--- src/rtl/register_bank_if.sv ---
// Bus bundle for register_bank: write controls, read selects and the datapath-facing outputs.
// The master drives operations and selects; the slave (the bank) drives read data and status.
interface register_bank_if #(
  parameter int WIDTH    = 32,
  parameter int NUM_REGS = 4,
  parameter int SEL_W    = $clog2(NUM_REGS)
);
  logic [WIDTH-1:0]    I;
  logic [NUM_REGS-1:0] RegSel;
  logic [2:0]          FunSel;
  logic [SEL_W-1:0]    OutASel;
  logic [SEL_W-1:0]    OutBSel;
  logic [WIDTH-1:0]    OutA;
  logic [WIDTH-1:0]    OutB;
  logic [NUM_REGS-1:0] Zero;
  logic                WrapEvent;

  modport master (
    output I, RegSel, FunSel, OutASel, OutBSel,
    input  OutA, OutB, Zero, WrapEvent
  );

  modport slave (
    input  I, RegSel, FunSel, OutASel, OutBSel,
    output OutA, OutB, Zero, WrapEvent
  );
endinterface

--- src/rtl/register_bank.sv ---
// Bank of NUM_REGS registers sharing one FunSel operation per edge, with two combinational
// read ports, per-register zero flags and a registered wrap/saturate event pulse.
module register_bank #(
  parameter int WIDTH    = 32,
  parameter int NUM_REGS = 4,
  parameter int SEL_W    = $clog2(NUM_REGS),
  parameter int SATURATE = 0
) (
  input  logic Clock,
  input  logic Reset,
  register_bank_if.slave bus
);

  typedef enum logic [2:0] {
    OP_DEC  = 3'b000,
    OP_INC  = 3'b001,
    OP_LOAD = 3'b010,
    OP_CLR  = 3'b011,
    OP_LDB  = 3'b100,
    OP_LDH  = 3'b101,
    OP_SHB  = 3'b110,
    OP_LDHS = 3'b111
  } fun_sel_e;

  localparam logic [WIDTH-1:0] ALL_ONES = '1;
  localparam logic [WIDTH-1:0] ONE      = WIDTH'(1);

  logic [WIDTH-1:0]    regs   [NUM_REGS];
  logic [WIDTH-1:0]    next_q [NUM_REGS];
  logic [NUM_REGS-1:0] hit;
  logic                wrap_q;
  fun_sel_e            op;

  assign op = fun_sel_e'(bus.FunSel);

  // Candidate next value for every register; RegSel only gates the commit.
  always_comb begin
    // NOTE: every output of this block gets a default first, so no path leaves a latch.
    hit = '0;
    for (int k = 0; k < NUM_REGS; k++) begin
      next_q[k] = regs[k];
      case (op)
        OP_DEC: begin
          if (regs[k] == '0) begin
            hit[k]    = 1'b1;
            next_q[k] = (SATURATE != 0) ? '0 : ALL_ONES;
          end else begin
            next_q[k] = regs[k] - ONE;
          end
        end
        OP_INC: begin
          if (regs[k] == ALL_ONES) begin
            hit[k]    = 1'b1;
            next_q[k] = (SATURATE != 0) ? ALL_ONES : '0;
          end else begin
            next_q[k] = regs[k] + ONE;
          end
        end
        OP_LOAD: next_q[k] = bus.I;
        OP_CLR:  next_q[k] = '0;
        OP_LDB:  next_q[k] = WIDTH'(bus.I[7:0]);
        OP_LDH:  next_q[k] = WIDTH'(bus.I[15:0]);
        OP_SHB:  next_q[k] = {regs[k][WIDTH-9:0], bus.I[7:0]};
        OP_LDHS: next_q[k] = WIDTH'($signed(bus.I[15:0]));
      endcase
    end
  end

  // NOTE: the register array is cleared by reset on purpose; Zero and the read ports
  // must show a defined all-zero bank the instant Reset falls.
  always_ff @(posedge Clock or negedge Reset) begin
    if (!Reset) begin
      for (int k = 0; k < NUM_REGS; k++) regs[k] <= '0;
      wrap_q <= 1'b0;
    end else begin
      // NOTE: non-blocking assignments so every register samples pre-edge state.
      for (int k = 0; k < NUM_REGS; k++) begin
        if (bus.RegSel[k]) regs[k] <= next_q[k];
      end
      wrap_q <= |(hit & bus.RegSel);
    end
  end

  assign bus.WrapEvent = wrap_q;

  // Indices past the last register read as zero when NUM_REGS is not a power of two.
  always_comb begin
    bus.OutA = '0;
    bus.OutB = '0;
    if ({1'b0, bus.OutASel} < (SEL_W + 1)'(NUM_REGS)) bus.OutA = regs[bus.OutASel];
    if ({1'b0, bus.OutBSel} < (SEL_W + 1)'(NUM_REGS)) bus.OutB = regs[bus.OutBSel];
  end

  always_comb begin
    bus.Zero = '0;
    for (int k = 0; k < NUM_REGS; k++) bus.Zero[k] = (regs[k] == '0);
  end

endmodule

--- src/flat_wrapper.sv ---
// flat-port wrapper written by rule: the top's interface ports become plain ports
module register_bank_flat 
#(
  parameter int WIDTH    = 32,
  parameter int NUM_REGS = 4,
  parameter int SEL_W    = $clog2(NUM_REGS),
  parameter int SATURATE = 0
)
  (Clock, Reset, bus_I, bus_RegSel, bus_FunSel, bus_OutASel, bus_OutBSel, bus_OutA, bus_OutB, bus_Zero, bus_WrapEvent);
  register_bank_if #(.WIDTH(WIDTH), .NUM_REGS(NUM_REGS), .SEL_W(SEL_W)) bus_i ();
  input  logic Clock;
  input  logic Reset;
  input wire logic [$bits(bus_i.I)-1:0] bus_I;
  input wire logic [$bits(bus_i.RegSel)-1:0] bus_RegSel;
  input wire logic [$bits(bus_i.FunSel)-1:0] bus_FunSel;
  input wire logic [$bits(bus_i.OutASel)-1:0] bus_OutASel;
  input wire logic [$bits(bus_i.OutBSel)-1:0] bus_OutBSel;
  output wire logic [$bits(bus_i.OutA)-1:0] bus_OutA;
  output wire logic [$bits(bus_i.OutB)-1:0] bus_OutB;
  output wire logic [$bits(bus_i.Zero)-1:0] bus_Zero;
  output wire logic [$bits(bus_i.WrapEvent)-1:0] bus_WrapEvent;
  assign bus_i.I = bus_I;
  assign bus_i.RegSel = bus_RegSel;
  assign bus_i.FunSel = bus_FunSel;
  assign bus_i.OutASel = bus_OutASel;
  assign bus_i.OutBSel = bus_OutBSel;
  assign bus_OutA = bus_i.OutA;
  assign bus_OutB = bus_i.OutB;
  assign bus_Zero = bus_i.Zero;
  assign bus_WrapEvent = bus_i.WrapEvent;
  register_bank #(.WIDTH(WIDTH), .NUM_REGS(NUM_REGS), .SEL_W(SEL_W), .SATURATE(SATURATE)) u_core (.Clock(Clock), .Reset(Reset), .bus(bus_i));
endmodule
--- config.mk ---
export PLATFORM = sky130hd
export DESIGN_NAME = register_bank_flat
export DESIGN_NICKNAME = d
export VERILOG_FILES = /design/src/rtl/register_bank_if.sv /design/src/rtl/register_bank.sv /design/src/flat_wrapper.sv
export SDC_FILE = /design/constraint.sdc
export NUM_CORES = 1
export LEC_CHECK = 0
export CAP_MARGIN = 20
export CORE_MARGIN = 2
export CORE_UTILIZATION = 45
export DETAILED_ROUTE_END_ITERATION = 10
export PLACE_DENSITY = 0.67
export RECOVER_POWER = 100
export SLEW_MARGIN = 20
export SYNTH_ARGS = -nofsm -noshare
export SYNTH_HDL_FRONTEND = slang
export SYNTH_SLANG_ARGS = --single-unit
--- constraint.sdc ---
create_clock -name Clock -period 2.7 [get_ports Clock]
set_clock_uncertainty 0.1 [all_clocks]
set_input_delay 0.27 -clock Clock [delete_from_list [all_inputs] [get_ports Clock]]
set_output_delay 0.27 -clock Clock [all_outputs]
set_load 0.1 [all_outputs]
==> impl_metrics.py, run 1 <==
metrics = {
    "critical_path": {
        "r2r_end": "u_core.regs[116]",
        "reg2reg_depth": 10,
        "path_class": "flop to primary output",
        "crit_start": "u_core.regs[6]",
        "path_max_fanout": 2,
        "cp.required_ns": 2.33,
        "rr_startpoint": "u_core.regs[105]",
        "cp-start-kind": "flop",
        "critPathCapture": "bus_Zero[3]",
        "r2r_slack_ns": -0.20,
        "critPathArrivalTime_ns": 2.63,
        "worst_setup_path_end_kind": "primary output",
    },
    "logic_synthesis": {
        "ys_seq_area_share_pct": 22.2,
        "yosysUniqueCellTypes": 81,
        "syn-num-nets": 1965,
        "synth_area_leaders": "dfrtp_1, mux4_2, nand2_1",
        "synth-main-ff-cell": "dfrtp_1",
        "synth-seq-cells": 129,
        "syn_avg_cell_area_sq_um": 7.62,
        "synth_edf_count": 0,
        "ys_warn_count": 0,
        "syn_area_sq_um": 14600,
        "synth_top_area_share_pct": 22.2,
        "synth-async-reset-ratio_pct": 100,
        "synth_top_cell_by_area": "dfrtp_1",
        "syn_inst": 1910,
    },
    "global_routing": {
        "overflow": 0,
        "grt_pass1_vias": 17800,
        "grt_antenna_before_repair": 2,
        "grt_start_max_net_pins": 68,
        "grt_util_all_layers_pct": 46.9,
        "grt_first_pass_wirelength_mm": 116,
    },
    "die": {
        "die_w_um": 184,
        "core_sq_um": 31700,
        "initial_core_util_pct": 45.9,
        "row_count": 65,
        "die_y_um": 184,
        "boundaryPins": 114,
        "dieArea_sq_um": 33800,
    },
    "cts": {
        "cts_buffer_depth": 2,
        "clock_sinks": 129,
        "cts_tree": "built",
        "ctsHtreeMaxLevel": 4,
        "cts_buffers": 17,
        "clk_pin_slew_worst_paths_ns": 0.06,
        "worstSkewPairLatency_ns": 0.46,
        "clockRootBuffer": "clkbuf_16",
    },
    "pwr": {
        "seq_power_share_pct": 22.4,
        "internal_power_uw": 5810,
        "switching_power_uw": 5330,
        "p_per_area_nw_per_um2": 569,
        "p_leak_uw": 0.00761,
        "vdd_ir_drop_max_mv": 0.646,
        "clock_power_share_pct": 23.8,
        "total_power_uw": 11100,
        "switching_share_pct": 47.9,
        "comb_power_share_pct": 53.8,
    },
    "drt": {
        "vias": 18600,
        "ant_nets": 0,
        "drc": 0,
        "wl_per_cell_um": 30.5,
        "vias_per_cell": 7.12,
        "first_pass_iters": 6,
        "wirelength_mm": 79.8,
        "drt-initial-drc-count": 2509,
    },
    "timing": {
        "holdWs_ns": 0.253,
        "relSlewSlack_pct": -13.8,
        "setup_ws_ns": -0.297,
        "setup_viol": 70,
        "fin_crit_sh_pct": 111,
        "clock.fmax_mhz": 334,
        "max_slew.worst_pin.slew_ns": 1.71,
        "hold_viol_final": 0,
        "rsz0062_at_grt": "true",
        "slew_violations": 58,
        "min_period_ns": 3.00,
    },
    "placed_design": {
        "place_congestion": 1.05,
        "placed_cells": 2557,
        "hpwl_mm": 60.0,
        "port_buffers": 113,
    },
    "layout": {
        "final_nets": 2254,
        "stdcell_count": 2617,
        "drive_gt1_share_pct": 30.0,
        "area_growth_pct": 34.7,
        "num-fill-cells": 2849,
    },
    "job": {
        "max-cap-violations": 1,
    },
    "outcome": {
        "violations": "capacitance limit, slew limit, setup timing",
        "outcome": "complete, but fails checks",
    },
    "worst_hold_path": {
        "hold_path.class": "primary input to flop",
    },
}
area by class of cell:
type	count	area [sq um]	share of cell area, %
inverters	38	173	0.881
diodes	3	7.51	0.0383
flip-flops and latches	129	3230	16.5
repair buffers	498	4230	21.6
multi-input cells	1515	10800	55.2
clock buffers	23	488	2.49
clock inverters	9	153	0.779
well taps	402	503	2.57
per-layer routing:
metal	vias to the layer above	wire length, um	part of all wire [%]	track usage [%]
li1	7875	-	-	-
met1	8982	28300	35	57.7
met2	1432	34900	44	72.0
met3	352	10100	13	13.4
met4	2	6470	8.1	30.7
met5	-	12	0.015	0
metrics by stage:
step / worst slack, ns / cell area (sq um) / utilization [%] / TNS, ns
after CTS: -0.240 / 19900 / 62.8 / -1.16
final: -0.297 / 19600 / 61.8 / -5.46
after global routing: -0.294 / 19600 / 61.8 / -14.86
after global placement: -0.0753 / 18900 / 59.7 / -0.579
after detailed placement: -0.0586 / 18900 / 59.7 / -0.588
after floorplan: -0.0577 / 14700 / - / -0.431
what timing repair did:
action | CTS | global route
pin swaps | 13 | 35
setup endpoints to repair | 25 | 73
cloned | 0 | 1
resized for setup | 37 | 82
hold buffers | 1 | 0
buffers inserted | 18 | 7
hold endpoints to repair | 55 | 0
cells in the final DEF (no fill, tap or decap), types with 56 or more instances in the layout:
cell type,count
a21oi_1,113
buf_4,339
dfrtp_1,129
mux4_2,64
nand2_1,226
nand3_1,129
nor2_1,113
nor3_1,79
o21ai_0,58
xnor2_1,56
sequential cells by signal, summed over array words and instances (netlist names):
signal,flops
u_core.bus.WrapEvent,1
u_core.regs,128
kinds of logic after synthesis:
group	Yosys count	share of synthesized area, %
xor+xnor	90	5.42
buf+inv	267	7.27
mux	82	11.2
simple gates	857	30.2
fa+ha+maj	10	0.860
flops	129	22.2
compound gates	475	22.8
critical path: stages (launching register included):
cell and delay (ns):
dfrtp_1 0.38, or4_1 0.67, nor4_4 0.18, clkbuf_1 0.26
nand4_1 0.17, buf_6 0.17, clkinvlp_4 0.06, buf_6 0.11
buf_12 0.17
cells in the mapped netlist, drive strengths merged (20+ instances only):
library cell,instances
nand2,229
clkbuf,195
nand3,132
dfrtp,129
a21oi,120
nor2,117
nor3,91
mux4,64
nor4,62
o21ai,62
xnor2,56
nand4,53
and3,50
a311oi,39
inv,36
buf,34
xor2,34
or3,33
a22o,27
o211ai,23
o22ai,21
or4,21
a221oi,20
how the worst min path moves through the flow:
stage	cells past startpoint	startpoint	end	slack (ns)
after global routing	3	bus_RegSel[3]	u_core.regs[30]	0.26
after CTS	4	bus_RegSel[1]	u_core.regs[81]	0.23
final	3	bus_RegSel[1]	u_core.regs[68]	0.25
after floorplan	0	Reset	u_core.bus.WrapEvent	-0.13
after detailed placement	1	Reset	u_core.regs[66]	0.21
after global placement	1	Reset	u_core.regs[65]	0.20
power groups by stage:
| stage | combinational, uW | clock (uW) | sequential [uW] |
|---|---|---|---|
| CTS | 6250 | 2660 | 2470 |
| finish | 6000 | 2650 | 2500 |
| floorplan | 3660 | 0 | 2400 |
| global placement | 6150 | 0 | 2490 |
| detailed placement | 6190 | 0 | 2500 |
| global route | 6170 | 2740 | 2520 |
No activity file was read; power rests on OpenSTA's default activity.
==> run 2, diff against run 1 <==
- CORE_ASPECT_RATIO: default -> 0.5
==> run 2 against run 1 <==
  * The run ends with DRC, capacitance limit, slew limit, setup timing left
  * Sequential share of layout area rose by 0.32 points
  * Highest routed layer is now met4
  * Clock-buffer cell count shrank 2
  * Largest power group unchanged
  * Critical path depth is 3 lower
  * Power decreased by 3.1%
==> impl_metrics.py, run 2 (synthesis results as in run 1) <==
metrics = {
    "die": {
        "boundaryPins": 114,
        "die_w_um": 258,
        "dieArea_sq_um": 33900,
        "die_y_um": 131,
        "core_sq_um": 31800,
        "row_count": 46,
        "initial_core_util_pct": 45.8,
    },
    "critical_path": {
        "cp-start-kind": "flop",
        "crit_family": "simple AND/OR/NAND/NOR gates",
        "cpPeakStageDelay_ns": 0.53,
        "critPathArrivalTime_ns": 2.57,
        "path_class": "flop to primary output",
        "cp_common_cell": "or4_4",
        "path_max_fanout": 2,
        "critPathSlowestCell": "or4_4",
        "cp.required_ns": 2.33,
        "worst_setup_path_end_kind": "primary output",
        "path_buf_inv": 2,
        "path_cells": "or4_4 -> or4_4 -> or4_4 -> inv_12 -> buf_16",
        "rr_startpoint": "u_core.regs[3]",
        "reg2reg_depth": 7,
        "r2r_end": "u_core.regs[18]",
        "r2r_slack_ns": -0.14,
    },
    "drt": {
        "drt-initial-drc-count": 3138,
        "wl_per_cell_um": 28.1,
        "ant_nets": 0,
        "wirelength_mm": 73.7,
        "vias": 18300,
        "first_pass_iters": 9,
        "vias_per_cell": 6.99,
        "drc": 2,
    },
    "layout": {
        "drive_gt1_share_pct": 28.3,
        "top_register": "u_core.regs",
        "final_cell_mix": "buf_4, nand2_1, nand3_1, dfrtp_1, a21oi_1",
        "layout_commonest_cell": "buf_4",
        "final_nets": 2230,
        "area_growth_pct": 32.1,
        "stdcell_area_sq_um": 19200,
        "stdcell_count": 2620,
        "largest_reg_flops": 128,
    },
    "placed_design": {
        "dpl_cell_area_sq_um": 18800,
        "place_congestion": 1.04,
        "placed_cells": 2567,
        "hpwl_mm": 56.0,
        "place_ws_ns": -0.134,
        "port_buffers": 113,
    },
    "timing": {
        "setup_ws_ns": -0.240,
        "relSlewSlack_pct": -7.08,
        "max_slew.worst_pin.slew_ns": 1.61,
        "setup_viol": 41,
        "slew_violations": 53,
        "hold_viol_final": 0,
        "rsz0062_at_grt": "true",
        "min_period_ns": 2.94,
        "fin_crit_sh_pct": 109,
        "clock.fmax_mhz": 340,
    },
    "global_routing": {
        "grt_antenna_before_repair": 3,
        "grt_start_max_net_pins": 64,
        "grt_first_pass_wirelength_mm": 108,
        "grt_pass1_vias": 16800,
        "grt_util_all_layers_pct": 42.5,
        "overflow": 0,
    },
    "cts": {
        "clock_sinks": 129,
        "cts_buffer_depth": 2,
        "cts_tree": "built",
        "cts_buffers": 17,
        "clockRootBuffer": "clkbuf_16",
        "ctsHtreeMaxLevel": 4,
        "worstSkewPairLatency_ns": 0.47,
        "clk_pin_slew_worst_paths_ns": 0.06,
    },
    "pwr": {
        "p_leak_uw": 0.00739,
        "p_per_area_nw_per_um2": 562,
        "vdd_ir_drop_max_mv": 0.413,
    },
    "worst_hold_path": {
        "min_from": "bus_RegSel[2]",
        "min_to": "u_core.regs[61]",
        "hold_depth": 3,
        "hold_path.class": "primary input to flop",
    },
    "outcome": {
        "violations": "DRC, capacitance limit, slew limit, setup timing",
        "outcome": "complete, but fails checks",
    },
    "job": {
        "max-cap-violations": 1,
    },
}
==> run 2: cell count changes in the layout (fill, tap and decap cells not counted), moves of 4 or more <==
cell / previous run / this run
a311oi_2: 9 / 5
buf_6: 34 / 18
a21oi_2: 7 / 2
a311oi_1: 30 / 34
a21oi_1: 113 / 118
clkbuf_2: 10 / 17
clkbuf_1: 8 / 12
nor4_1: 50 / 46
buf_4: 339 / 327
==> run 2: worst max-delay path by stage <==
stage / from / end / slack, ns / depth (start not counted)
after floorplan: u_core.regs[51] / u_core.regs[44] / -0.06 / 8
after global placement: u_core.regs[50] / u_core.regs[47] / -0.15 / 9
after detailed placement: u_core.regs[50] / u_core.regs[47] / -0.13 / 9
after CTS: u_core.regs[50] / bus_Zero[2] / -0.23 / 5
after global routing: u_core.regs[50] / bus_Zero[2] / -0.26 / 5
final: u_core.regs[50] / bus_Zero[2] / -0.24 / 5
==> run 2: timing repair <==
item	4_1_cts	5_1_grt
gates resized for setup	32	58
endpoints found under the hold margin	50	0
buffers inserted	11	9
pin swaps	13	26
setup endpoints to repair	17	58
gates cloned	1	0
hold buffers	1	0
==> run 2: per-layer routing <==
metal / part of all wire, % / vias to the layer above / GRT usage (%) / routed length, um
li1: - / 7824 / - / -
met1: 39 / 8795 / 59.5 / 28400
met2: 41 / 1472 / 59.8 / 30500
met3: 16 / 230 / 14.0 / 11600
met4: 4.3 / 0 / 17.4 / 3190
met5: 0 / - / 0 / 0
==> run 2: area by class of cell <==
| type | instances | area (sq um) |
|---|---|---|
| Clock inverter | 10 | 111 |
| Multi-Input combinational cell | 1515 | 10800 |
| Clock buffer | 21 | 460 |
| Sequential cell | 129 | 3230 |
| Tap cell | 432 | 541 |
| Inverter | 38 | 171 |
| Antenna cell | 1 | 2.50 |
| Timing Repair Buffer | 474 | 3950 |
| Fill cell | 2981 | 12500 |
==> run 2: metrics by stage <==
stage / utilization (%) / hold slack (ns) / total power [uW] / setup TNS, ns
final: 60.5 / 0.163 / 10800 / -2.07
after detailed placement: 59.2 / 0.183 / 8610 / -0.332
after global routing: 60.5 / 0.194 / 11100 / -7.12
after floorplan: - / -0.126 / 6050 / -0.431
after global placement: 59.2 / 0.178 / 8560 / -0.485
after CTS: 61.9 / 0.149 / 11000 / -0.635
==> run 2: power by group <==
group          total (uW)  leakage [uW]  internal, uW  switching, uW
clock network        2410      0.000275          1400           1020
logic                5890       0.00557          1920           3970
registers            2500       0.00154          2210            285
total               10800       0.00739          5530           5280
==> run 2: worst register-to-register path, cell delays in order (launching register included) <==
cell and delay, ns:
dfrtp_1 0.40, or4_4 0.60, nor3_1 0.37, clkbuf_1 0.38, nand2_1 0.13, o211ai_1 0.18, a21oi_1 0.08, a311oi_1 0.45
